[src/rtl/mtm_alu_pkg.sv]
// Shared constants and types for the mtm_Alu serial front end.
// Imported by the deserializer and the CRC4 helper.
package mtm_alu_pkg;

  localparam int WORD_BITS = 11;
  localparam int CRC_IN_W  = 68;

  localparam logic       FLAG_DATA = 1'b0;
  localparam logic       FLAG_CTL  = 1'b1;
  localparam logic [3:0] CRC_POLY  = 4'b0011;

  localparam logic [2:0] OP_AND = 3'b000;
  localparam logic [2:0] OP_OR  = 3'b001;
  localparam logic [2:0] OP_ADD = 3'b100;
  localparam logic [2:0] OP_SUB = 3'b101;

  localparam int ERR_DATA = 2;
  localparam int ERR_CRC  = 1;
  localparam int ERR_OP   = 0;

  typedef enum logic [2:0] {
    S_IDLE,
    S_START,
    S_FLAG,
    S_PAYLOAD,
    S_STOP
  } state_e;

  typedef struct packed {
    logic [31:0] a;
    logic [31:0] b;
    logic [2:0]  op;
    logic [2:0]  err;
  } result_t;

  function automatic logic op_legal(input logic [2:0] op);
    return (op == OP_AND) || (op == OP_OR) ||
           (op == OP_ADD) || (op == OP_SUB);
  endfunction

endpackage

[src/rtl/mtm_alu_crc4.sv]
// Combinational CRC4 (x^4+x+1, init 0) over a 68-bit vector, MSB first.
// Also used by the ALU core on its output CRC path.
module mtm_alu_crc4
  import mtm_alu_pkg::*;
(
  input  logic [CRC_IN_W-1:0] data_i,
  output logic [3:0]          crc_o
);

  logic [3:0] crc;
  logic       fb;

  always_comb begin
    crc = 4'd0;
    fb  = 1'b0;
    for (int i = CRC_IN_W - 1; i >= 0; i--) begin
      fb  = crc[3] ^ data_i[i];
      crc = {crc[2:0], 1'b0} ^ ({4{fb}} & CRC_POLY);
    end
  end

  assign crc_o = crc;

endmodule

[src/rtl/mtm_alu_deserializer.sv]
// Serial input stage of mtm_Alu: frames 11-bit words from sin and
// emits a one-cycle strobe with operands/opcode or error flags.
module mtm_alu_deserializer #(
  parameter int DATA_WORDS = 8,
  parameter int WORD_BITS  = 11
) (
  input  logic        clk,
  input  logic        rst,
  input  logic        sin,
  output logic [31:0] A,
  output logic [31:0] B,
  output logic [2:0]  op,
  output logic [2:0]  err_flags,
  output logic        out_valid
);

  import mtm_alu_pkg::*;

  localparam int         PAY_BITS = WORD_BITS - 3;
  localparam int         DW       = DATA_WORDS * 8;
  localparam logic [3:0] WCNT_CTL = 4'(DATA_WORDS);
  localparam logic [3:0] WCNT_MAX = 4'(DATA_WORDS + 1);
  localparam logic [2:0] BIT_TOP  = 3'(PAY_BITS - 1);

  state_e      state_q, state_d;
  logic [2:0]  bitcnt_q, bitcnt_d;
  logic        flag_q, flag_d;
  logic [7:0]  shreg_q, shreg_d;
  logic [DW-1:0] data_q, data_d;
  logic [3:0]  wcnt_q, wcnt_d;
  result_t     res_q, res_d;
  logic        valid_q, valid_d;

  logic [2:0]  op_rx;
  logic [3:0]  crc_rx;
  logic [3:0]  crc_calc;

  assign op_rx  = shreg_q[6:4];
  assign crc_rx = shreg_q[3:0];

  // Operand register already holds {B, A} when the CTL word lands.
  mtm_alu_crc4 u_crc4 (
    .data_i ({data_q[63:0], 1'b1, op_rx}),
    .crc_o  (crc_calc)
  );

  always_ff @(posedge clk or negedge rst) begin
    if (!rst) begin
      state_q  <= S_IDLE;
      bitcnt_q <= 3'd0;
      flag_q   <= 1'b0;
      shreg_q  <= 8'd0;
      data_q   <= '0;
      wcnt_q   <= 4'd0;
      res_q    <= '0;
      valid_q  <= 1'b0;
    end else begin
      state_q  <= state_d;
      bitcnt_q <= bitcnt_d;
      flag_q   <= flag_d;
      shreg_q  <= shreg_d;
      data_q   <= data_d;
      wcnt_q   <= wcnt_d;
      res_q    <= res_d;
      valid_q  <= valid_d;
    end
  end

  always_comb begin
    state_d  = state_q;
    bitcnt_d = bitcnt_q;
    flag_d   = flag_q;
    shreg_d  = shreg_q;
    data_d   = data_q;
    wcnt_d   = wcnt_q;
    res_d    = res_q;
    valid_d  = 1'b0;
    unique case (state_q)
      S_IDLE: begin
        if (!sin) state_d = S_START;
      end
      S_START: begin
        flag_d   = sin;
        bitcnt_d = BIT_TOP;
        state_d  = S_FLAG;
      end
      S_FLAG: begin
        shreg_d  = {shreg_q[6:0], sin};
        bitcnt_d = bitcnt_q - 3'd1;
        state_d  = S_PAYLOAD;
      end
      S_PAYLOAD: begin
        shreg_d  = {shreg_q[6:0], sin};
        bitcnt_d = bitcnt_q - 3'd1;
        if (bitcnt_q == 3'd0) state_d = S_STOP;
      end
      S_STOP: begin
        state_d = S_IDLE;
        if (!sin) begin
          // Framing error: drop the packet, keep operands.
          wcnt_d              = 4'd0;
          res_d.err           = 3'b000;
          res_d.err[ERR_DATA] = 1'b1;
          valid_d             = 1'b1;
        end else if (flag_q == FLAG_CTL) begin
          res_d.b   = data_q[DW-1 -: 32];
          res_d.a   = data_q[31:0];
          res_d.op  = op_rx;
          res_d.err = 3'b000;
          if (wcnt_q != WCNT_CTL) begin
            res_d.err[ERR_DATA] = 1'b1;
          end else begin
            res_d.err[ERR_CRC] = (crc_calc != crc_rx);
            res_d.err[ERR_OP]  = !op_legal(op_rx);
          end
          wcnt_d  = 4'd0;
          valid_d = 1'b1;
        end else begin
          data_d = {data_q[DW-9:0], shreg_q};
          if (wcnt_q != WCNT_MAX) wcnt_d = wcnt_q + 4'd1;
        end
      end
      default: state_d = S_IDLE;
    endcase
  end

  assign A         = res_q.a;
  assign B         = res_q.b;
  assign op        = res_q.op;
  assign err_flags = res_q.err;
  assign out_valid = valid_q;

endmodule

[config.mk]
export PLATFORM = sky130hd
export DESIGN_NAME = mtm_alu_deserializer
export DESIGN_NICKNAME = d
export VERILOG_FILES = /design/src/rtl/mtm_alu_pkg.sv /design/src/rtl/mtm_alu_crc4.sv /design/src/rtl/mtm_alu_deserializer.sv
export SDC_FILE = /design/constraint.sdc
export NUM_CORES = 1
export LEC_CHECK = 0
export CAP_MARGIN = 20
export CORE_MARGIN = 4
export CORE_UTILIZATION = 42
export CTS_CLUSTER_SIZE = 20
export DETAILED_ROUTE_END_ITERATION = 12
export PLACE_DENSITY = 0.59
export SLEW_MARGIN = 0
export SYNTH_ARGS = -nofsm -noshare
export SYNTH_HDL_FRONTEND = slang
export SYNTH_SLANG_ARGS = --single-unit
[constraint.sdc]
create_clock -name clk -period 4.13 [get_ports clk]
set_clock_uncertainty 0.1 [all_clocks]
set_input_delay 1.0325 -clock clk [delete_from_list [all_inputs] [get_ports clk]]
set_output_delay 1.0325 -clock clk [all_outputs]
set_load 0.005 [all_outputs]
* After elaboration in Yosys (flattened, before gate mapping)
Index checks and enable logic that the tools add are counted.
** Storage, ports and cells
- Input port bits :: 3
- Bits in registers :: 154
- Word-level logic and storage cells :: 189
** Operators by class
- Bitwise logic cells :: 134
- Multiplexer cells :: 14
- Add/subtract/negate cells :: 2
- Reductions and logical operators :: 14
- Equal/unequal tests :: 14
** Operators with widths (count)
- $xor A4 B2 Y4 :: 66
- $xor A1 B1 Y1 :: 64
- $mux W3 :: 4
- $mux W4 :: 3
- $pmux W3 S4 :: 1
- $eq A3 B3 Y1 const B :: 3
- $logic_not A3 Y1 :: 3
- $ne A4 B4 Y1 const B :: 2
- $eq A3 B1 Y1 const B :: 2
- $eq A3 B2 Y1 const B :: 2
- $pmux W3 S2 :: 1
- $reduce_and A2 Y1 :: 3
- $reduce_and A3 Y1 :: 2
- $add A4 B1 Y4 const B :: 1
- $mux W1 :: 4
- $ne A2 B2 Y1 const B :: 2
- $ne A4 B4 Y1 :: 1
- $logic_or A1 B1 Y1 :: 3
- $ne A3 B1 Y1 const B :: 1
- $sub A3 B1 Y3 const B :: 1
- $xor A3 B2 Y3 :: 1
- $mux W2 :: 1
- $ne A2 B1 Y1 const B :: 1
- $not A1 Y1 :: 2
- 4 further kinds :: 4

* Longest topological paths before layout
- Depth in word-level cells :: 136
- Mapped depth :: 9

* Cells and area by module
Synthesis repeated with hierarchy kept, for this count alone.
** Unflattened totals
- Cells, all modules :: 475
- Area, all modules :: 7437.1 sq um
** By module, submodules not included
- mtm_alu_deserializer :: cells each 384, instances 1, area each 6326.1 sq um, seq. area each 3853.7 sq um
- mtm_alu_crc4 :: cells each 91, instances 1, area each 1111.1 sq um, seq. area each 0.0 sq um

* Least setup slack after synthesis
No wires, ideal clock.
- Kind :: register to register
- Start :: reg data_q[59]
- End :: reg res_q (netlist bit err_flags[1])
- Arrival :: 3121 ps
- Clock period less this slack :: 3348 ps
- Buffers on the path :: 0
- Stages on the path, launching flop included :: 10
- Data required time :: 3903 ps
- Slack :: 782 ps
- Library setup time :: 127 ps
- Cell sequence :: dfrtp_1 xnor2_1 xnor3_1 xor3_2 xnor3_1 xnor2_1 xnor3_1 or3_1 a211oi_1 o31ai_1
** Between the ends
- Longest elaborated chain between the ends :: 90
** RTL lines
- start, declared :: line mtm_alu_deserializer.sv:29 : logic [DW-1:0] data_q, data_d;
- start signal, assigned :: line mtm_alu_deserializer.sv:62 : data_q <= data_d;
- $xor A1 B1 Y1 * :: line mtm_alu_crc4.sv:17 : fb = crc[3] ^ data_i[i];
- $xor A4 B2 Y4 * (3 in series) :: line mtm_alu_crc4.sv:18 : crc = {crc[2:0], 1'b0} ^ ({4{fb}} & CRC_POLY);
- $xor A1 B1 Y1 :: line mtm_alu_crc4.sv:17
- $xor A4 B2 Y4 * (3 in series) :: line mtm_alu_crc4.sv:18
- $xor A1 B1 Y1 :: line mtm_alu_crc4.sv:17
- $xor A4 B2 Y4 * (3 in series) :: line mtm_alu_crc4.sv:18
- $xor A1 B1 Y1 :: line mtm_alu_crc4.sv:17
- $xor A4 B2 Y4 * (3 in series) :: line mtm_alu_crc4.sv:18
- [... 64 more ...]
- $not A1 Y1 (no line)
- $xor A4 B2 Y4 * (3 in series) :: line mtm_alu_crc4.sv:18
- $xor A1 B1 Y1 :: line mtm_alu_crc4.sv:17
- $xor A4 B2 Y4 * :: line mtm_alu_crc4.sv:18
- $ne A4 B4 Y1 * :: line mtm_alu_deserializer.sv:113 : res_d.err[ERR_CRC] = (crc_calc != crc_rx);
- $mux W2 * :: line mtm_alu_deserializer.sv:110 : if (wcnt_q != WCNT_CTL) begin
- $mux W3 * :: line mtm_alu_deserializer.sv:105 : end else if (flag_q == FLAG_CTL) begin
- $mux W3 * :: line mtm_alu_deserializer.sv:99 : if (!sin) begin
- end signal, assigned :: line mtm_alu_deserializer.sv:64 : res_q <= res_d;
- end, declared :: line mtm_alu_deserializer.sv:31 : result_t res_q, res_d;
Every way passes the cells marked *; elsewhere a longest branch is shown, timed or not. The select of a mux whose other input is x is not followed.
A chain may end at the register's enable or synchronous reset.

* Final worst setup path
Ends and elaborated chain as after synthesis.

==> reports/results.txt <==
For this run, global-route usage on met1 was measured as 22.5%. Compared with the post-synthesis result, the final layout area differs by 22.8%. The number of antenna violations at the first check in global routing came out at 0. Summing all multi-input logic gate instances after layout gives 3240 um^2.

The peak supply drop was 0.000293 V; the cell leakage power was 4.46 nW. The transition at the pin with the smallest max-transition slack works out to 722 ps. The most repeated library cell on the critical path was sky130_fd_sc_hd__xnor3_1. The repair_antennas step left the layout with diodes totalling 0. The depth of the worst hold-timing path was 1.

Once detail routing completed, the nets flagged for antenna violations numbered 0. The average cell area after synthesis came out at 11.4 um^2. The critical path in this run is classified as reg2reg. The clock-pin slew reported for the worst setup and hold paths after clock tree synthesis was 60 ps; the relative slew slack was 51.7%. The global-route wire length before repair was 25.6 mm; the minimum clock period after layout was 3600 ps. The run gives 4716 as the via count of the first global-routing pass. The finished cells cover 8850 um^2. Layer with the highest usage after global routing: met2. Maximum cell stage delay along the critical path: 520 ps. The floorplan step defined a die boundary enclosing 19300 um^2. The tool flagged a number of max-cap violations equal to 0. The post-synthesis cell type count is 35.

The path with the worst hold slack has its endpoint at bitcnt_q[0]. The floorplan step set the die width to 139 um. The final standard cell count with taps included and fillers excluded was 938.

The sequential-to-total area share from yosys stat is 53.4%, and the slack of the worst reg-to-reg path is 530 ps. After technology mapping, the gate count stands at 631. Setup repair after global routing left no endpoint under its margin. The startpoint identified for the worst hold timing path is bitcnt_q[0]. Traced cell by cell, the critical path runs through xnor2_1 -> xnor3_1 -> xor3_2 -> xnor3_1 -> xnor2_1 -> xnor3_1 -> or3_1 -> a211oi_1 -> o31ai_1. The min-delay analysis places its worst path in the category reg2reg.

The first routing iteration left 329 violations. Summing all flip-flop and latch instances after layout gives 3850 um^2. The run gives 4.34% as the global-route track usage on met3. STA classifies the critical path endpoint as a flop. The library cells used most frequently in the layout, excluding fill and tap cells, are sky130_fd_sc_hd__nand2_1, sky130_fd_sc_hd__dfrtp_1, sky130_fd_sc_hd__clkdlybuf4s50_1. The biggest fanout along the worst timing path is 4, and the yosys synthesis warning count is 0.

The buffer type at the clock tree root was sky130_fd_sc_hd__clkbuf_16. The number of buffer and inverter instances along the worst setup path was 0; the maximum number of pins on one net before global-route repair was 82. For this run, global-route usage on met2 was measured as 27.4%. In this run the cell area measured after placement is 8210 um^2.

The number of pins with negative max-slew slack in the final report was 0; the data required time at the worst endpoint was 4340 ps. After floorplanning, the core was sized to cover 16700 um^2. Derived from the worst setup path, the maximum achievable clock frequency is 0.278 GHz. The beginning of the worst register-to-register path was data_q[59].

The I/O pin count came out at 74. The count of buffers from port buffering is 73, and the later-pin clock latency in the skew report is 420 ps. Number of fill cells: 1467. Including well taps, the total number of placed cells is 906. The critical path's top delay family is XOR/XNOR gates.

The library cell contributing the largest single delay on the critical path was sky130_fd_sc_hd__xnor3_1. The most common cell after layout, fill and taps aside is sky130_fd_sc_hd__nand2_1. TritonCTS built the clock tree.

The logs give 0 for the overflow left after global routing and 4560 for the count of vias placed by the detailed router. The floorplan step set the die height to 139 um. After the last flow step, the layout net total stands at 713. The run gives 47 as the row count.

The number of hold buffers added after cts is 0, and the worst setup slack after placement is 548 ps. HPWL after detailed placement: 10.7 mm. Once routing completed, OpenROAD measured the worst setup slack at 529 ps. The fraction of final layout cells with drive strength greater than 1 is 16.2%. Using the TritonRoute via totals, the vias-per-cell ratio works out to 4.86.

The total CTS buffers was 17. The count of state elements after synthesis came out at 154. The combined area of all synthesized cells is 7210 um^2. Routability-driven placement finished with a final weighted congestion of 0.844. Cells fill 53.0% of the core in the end. The final wirelength was 15.4 mm. For this configuration, the core starts out at a cell density of 43.2%. The run gives 0 as the total of endpoints with negative setup slack in the final report.

Adding up every negative setup slack in the final design gives 0 ps. For the post-synth net total, the log shows 639. The H-tree was split into 4 levels.

The depth of the most critical reg-to-reg path is 9. STA classifies the critical path startpoint as a flop. The share of the cycle needed by the critical path after routing was 87.2%.

In this run the critical register-to-register path is captured at err_flags[1]. For the count of final hold-check violations, the log shows 0. The flow ran to the end, and the final reports show no timing, DRC or antenna violations.

For the count of instances resized after the clock tree is built, the log shows 0. The power density over cell area was 436 nW/um^2; the post-CTS setup buffer count was 0. The run gives 2 as the buffer depth of the longest clock path. The run gives 16.8% as the overall routing resource usage. In the final routed layout, each cell accounts on average for 16.4 um. The first TritonRoute pass finished after 4 iterations. Clock tree synthesis found a total of 154 sinks.

After detailed routing, the number of remaining DRC violations is 0. The tools report the data arrival time of the worst path as 3810 ps.
==> per-layer routing <==
layer  up-vias  share of wire, %
met1      2255                46
li1       2198                 -
met4         0               1.3
met3        15               4.0
met2        92                49
met5         -                 0
==> metrics by stage <==
stage	power [mW]	hold WS, ps
2_1_floorplan	2.08	338
3_3_place_gp	2.20	357
3_5_place_dp	2.22	362
4_1_cts	3.92	376
5_1_grt	4.06	413
6_report	3.86	377
==> Yosys cell counts <==
cell                        instances  area share (%)
sky130_fd_sc_hd__nand2_1          222              12
sky130_fd_sc_hd__dfrtp_1          154              53
sky130_fd_sc_hd__mux2_2            68              11
sky130_fd_sc_hd__xnor2_1           60             7.3
sky130_fd_sc_hd__xnor3_1           21             6.6
sky130_fd_sc_hd__xor2_1            17             2.1
sky130_fd_sc_hd__clkbuf_1          16            0.83
sky130_fd_sc_hd__inv_1              9            0.47
sky130_fd_sc_hd__buf_1              8            0.42
sky130_fd_sc_hd__nor2_1             8            0.42
sky130_fd_sc_hd__ha_1               5            0.87
sky130_fd_sc_hd__o21ai_0            5            0.35
sky130_fd_sc_hd__a21oi_1            4            0.28
sky130_fd_sc_hd__and3_1             4            0.35
sky130_fd_sc_hd__nand3_1            4            0.28
sky130_fd_sc_hd__a22oi_1            2            0.21
sky130_fd_sc_hd__and2_1             2            0.17
sky130_fd_sc_hd__nand2b_1           2            0.17
sky130_fd_sc_hd__nor2b_1            2            0.17
sky130_fd_sc_hd__o31ai_1            2            0.21
sky130_fd_sc_hd__xnor3_2            2            0.66
sky130_fd_sc_hd__a211oi_1           1            0.10
sky130_fd_sc_hd__a22o_1             1            0.12
sky130_fd_sc_hd__a2bb2oi_1          1            0.12
sky130_fd_sc_hd__a31oi_1            1           0.087
sky130_fd_sc_hd__a32o_1             1            0.14
sky130_fd_sc_hd__nor3_1             1           0.069
sky130_fd_sc_hd__nor3b_1            1            0.10
sky130_fd_sc_hd__o211a_1            1            0.14
sky130_fd_sc_hd__or3_1              1           0.087
sky130_fd_sc_hd__xnor2_2            1            0.23
sky130_fd_sc_hd__xnor3_4            1            0.36
sky130_fd_sc_hd__xor3_1             1            0.33
sky130_fd_sc_hd__xor3_2             1            0.35
sky130_fd_sc_hd__xor3_4             1            0.38
==> registers in the layout (all words and copies together), names as in the netlist <==
register	count
A	32
B	32
bitcnt_q	3
data_q	64
err_flags	3
flag_q	1
op	3
out_valid	1
shreg_q	8
state_q	3
wcnt_q	4
==> cell type report <==
class	count	share of cell area [%]
multi-input cells	444	36.6
well taps	220	3.11
repair buffers	79	9.06
flip-flops and latches	154	43.5
clock buffers	19	5.12
inverters	9	0.382
clock inverters	13	2.18
==> worst register-to-register path: stages, from the launching register on <==
cell and delay [ps]:
sky130_fd_sc_hd__dfrtp_1 420, sky130_fd_sc_hd__xnor2_1 280, sky130_fd_sc_hd__xnor3_1 520, sky130_fd_sc_hd__xor3_2 450
sky130_fd_sc_hd__xnor3_1 360, sky130_fd_sc_hd__xnor2_1 190, sky130_fd_sc_hd__xnor3_1 470, sky130_fd_sc_hd__or3_1 360
sky130_fd_sc_hd__a211oi_1 230, sky130_fd_sc_hd__o31ai_1 90
==> cell families after synthesis <==
group	Yosys count	synth area share, %
multiplexers	68	10.6
XOR/XNOR	105	18.2
AO/OA/AOI/OAI	19	1.75
adder cells (fa/ha/maj)	5	0.868
buffers and inverters	33	1.72
flip-flops	154	53.4
AND/OR/NAND/NOR	247	13.4
==> worst max path at each step <==
stage / start / to / slack, ps / cells after the start
3_3_place_gp: data_q[59] / err_flags[1] / 650 / 9
5_1_grt: data_q[59] / err_flags[1] / 340 / 9
2_1_floorplan: data_q[59] / err_flags[1] / 780 / 9
6_report: data_q[59] / err_flags[1] / 530 / 9
3_5_place_dp: data_q[59] / err_flags[1] / 550 / 9
4_1_cts: data_q[59] / err_flags[1] / 530 / 9
==> power by group <==
part	switching, mW	total, mW	internal [mW]
Sequential	0.0999	1.69	1.59
Clock	0.626	1.67	1.05
Combinational	0.258	0.499	0.241
Total	0.985	3.86	2.88
Note: power is estimated with default switching activity, not from simulation.
==> RTL edit, RTL diff (same settings) <==
Register the input `sin` before use. The logic sees it one clock later.
--- a/src/rtl/mtm_alu_deserializer.sv
+++ b/src/rtl/mtm_alu_deserializer.sv
@@ -21,6 +21,12 @@
   localparam logic [3:0] WCNT_CTL = 4'(DATA_WORDS);
   localparam logic [3:0] WCNT_MAX = 4'(DATA_WORDS + 1);
   localparam logic [2:0] BIT_TOP  = 3'(PAY_BITS - 1);
+
+  logic sin_q;
+
+  always_ff @(posedge clk) begin
+    sin_q <= sin;
+  end
 
   state_e      state_q, state_d;
   logic [2:0]  bitcnt_q, bitcnt_d;
@@ -77,26 +83,26 @@
     valid_d  = 1'b0;
     unique case (state_q)
       S_IDLE: begin
-        if (!sin) state_d = S_START;
+        if (!sin_q) state_d = S_START;
       end
       S_START: begin
-        flag_d   = sin;
+        flag_d   = sin_q;
         bitcnt_d = BIT_TOP;
         state_d  = S_FLAG;
       end
       S_FLAG: begin
-        shreg_d  = {shreg_q[6:0], sin};
+        shreg_d  = {shreg_q[6:0], sin_q};
         bitcnt_d = bitcnt_q - 3'd1;
         state_d  = S_PAYLOAD;
       end
       S_PAYLOAD: begin
-        shreg_d  = {shreg_q[6:0], sin};
+        shreg_d  = {shreg_q[6:0], sin_q};
         bitcnt_d = bitcnt_q - 3'd1;
         if (bitcnt_q == 3'd0) state_d = S_STOP;
       end
       S_STOP: begin
         state_d = S_IDLE;
-        if (!sin) begin
+        if (!sin_q) begin
           // Framing error: drop the packet, keep operands.
           wcnt_d              = 4'd0;
           res_d.err           = 3'b000;
Check against the original RTL: same outputs for any inputs over 10 cycles, from zero or initial values and one cycle with rst low; that may be too few to reach the edited logic, so the function may still have changed.
==> RTL edit against the unedited design <==
- synthesized area is 0.28% higher
- largest cell class unchanged
- total power is 4.4% lower
- routed wire length fell by 0.19%
- sequential cell count is 1 higher
- worst setup slack improved by 0.021 ns
- die area rose by 0.27%
- design area decreased by 0.48%
- highest routed layer unchanged
==> RTL edit: results (changes against the unedited design) <==
metric	value	unit	change
outcome	completed		unchanged
Fillers	1492		was 1467
critical path startpoint category	flip-flop		unchanged
Ys Warns	0		unchanged
gpl congestion	0.805		was 0.844
routed len/inst	16.5	µm	was 16.4 µm
Cells after DPL	906		unchanged
peak supply drop	0.293	mV	about the same
worst hold start	bitcnt_q[0]$_DFFE_PN0P_		unchanged
vias in the first global route	4694		was 4716
reg2reg path depth	9		unchanged
fin nets	713		unchanged
sequential fraction of the synthesis area	0.536		was 0.534
via/cell ratio	4.86		about the same
share of async-settable or async-resettable flops after synthesis	0.994		was 1.00
first-pass GRT wire length	25.8	mm	was 25.6 mm
Total Routing Usage GR	0.167		was 0.168
CTS max path bufs	2		unchanged
fraction of final layout cells sized beyond drive strength 1	0.154		was 0.162
CP peak stage delay	0.53	ns	
1st-pass router iterations	4		unchanged
# port buffers	73		unchanged
crit path max fanout	4		unchanged
Root Driver	clkbuf_16		unchanged
top_reg_cell synth	dfrtp_1		unchanged
setup repair bufs after CTS	0		unchanged
largest net degree at the start of global routing	72		was 82
hpwl dp	10.8	mm	was 10.7 mm
post_cts resized	0		unchanged
Mapped Cells	632		was 631
Slew @ Worst Pin	0.817	ns	was 0.722 ns
Detailed Route Iter0 Violations	265		was 329
Hold Path Class	flip-flop to flip-flop		unchanged
Worst-path clk slew	0.06	ns	about the same
most flop-heavy register	data_q		unchanged
leakage power	4.44	nW	was 4.46 nW
syn nets	640		was 639
DRT Wirelength	15.4	mm	about the same
Hold Path Cell Cnt	1		unchanged
crit path max-delay cell type	xnor3_1		unchanged
unique cell type count in the Yosys netlist	36		was 35
synth top area cells	dfrtp_1 (53%), nand2_1 (12%), mux2_2 (11%), xnor2_1 (7.3%), xnor3_1 (6.5%)		was dfrtp_1 (53%), nand2_1 (12%), mux2_2 (11%), xnor2_1 (7.3%), xnor3_1 (6.6%)
initial antenna violation count	0		unchanged
cts bufs inserted	17		unchanged
worst r2r src	data_q[59]$_DFFE_PN0P_		unchanged
n_diodes	0		unchanged
Worst EP arrival	3.78	ns	was 3.81 ns
# setup viols final	0		unchanged
[RTL edit: cell count changes in the layout (fill, tap and decap cells not counted), sizes merged]
cell	delta
clkbuf	+3
clkinv	-3
clkinvlp	-1
buf	-1
inv	-1
dfxtp	+1
bufinv	-1
[RTL edit: final cells by class]
type                            instances  area share
Inverter                                9     0.00383
Clock inverter                          7      0.0132
Sequential cell                       155       0.440
Timing Repair Buffer                   78      0.0902
Tap cell                              220      0.0312
Multi-Input combinational cell        444       0.368
Clock buffer                           22      0.0538
[RTL edit: routing by layer]
layer / up-vias / share of wire / GRT usage
li1: 2193 / - / -
met1: 2256 / 0.46 / 0.230
met2: 75 / 0.49 / 0.267
met3: 19 / 0.042 / 0.0405
met4: 0 / 0.013 / 0.0479
met5: - / 0 / 0
[RTL edit: critical path, delay by kind of cell, from the launching register on]
family	cells	cell delay, ns
compound gates	2	0.31
flops	1	0.43
simple gates	1	0.36
xor+xnor	6	2.26
[RTL edit: logic make-up (layout without fill, tap and decap cells)]
family,after synthesis,count (layout),synth area share
AND/OR/NAND/NOR,247,247,0.133
flip-flops,155,155,0.536
XOR/XNOR,105,105,0.182
multiplexers,68,68,0.106
buffers and inverters,33,116,0.0171
AO/OA/AOI/OAI,19,19,0.0175
adder cells (fa/ha/maj),5,5,0.00865
[RTL edit: power breakdown]
part	switching [W]	total (W)	leakage [nW]	internal, W
registers	0.0000946	0.00169	2.13	0.00160
logic	0.000230	0.000434	2.03	0.000205
clock network	0.000581	0.00157	0.288	0.000987
total	0.000905	0.00369	4.44	0.00279
[RTL edit: worst paths after layout]
kind / slack, ns / endpoint
hold / removal: 0.36 / bitcnt_q[0]$_DFFE_PN0P_
hold reg to reg: 0.36 / bitcnt_q[0]$_DFFE_PN0P_
max in group asynchronous: 2.65 / A[2]$_DFFE_PN0P_
setup / recovery: 0.55 / err_flags[1]$_DFFE_PN0P_
setup reg to reg: 0.55 / err_flags[1]$_DFFE_PN0P_
min in group asynchronous: 0.48 / B[17]$_DFFE_PN0P_
[RTL edit: metrics by stage]
stage	hold WS (ns)	setup slack, ns	total power (W)	instance area [µm²]	utilization
2_1_floorplan	0.338	0.782	0.00203	7230	-
3_3_place_gp	0.356	0.668	0.00214	8220	0.492
3_5_place_dp	0.358	0.573	0.00216	8220	0.492
4_1_cts	0.367	0.544	0.00374	8810	0.528
5_1_grt	0.387	0.353	0.00387	8810	0.528
6_report	0.362	0.550	0.00369	8810	0.528
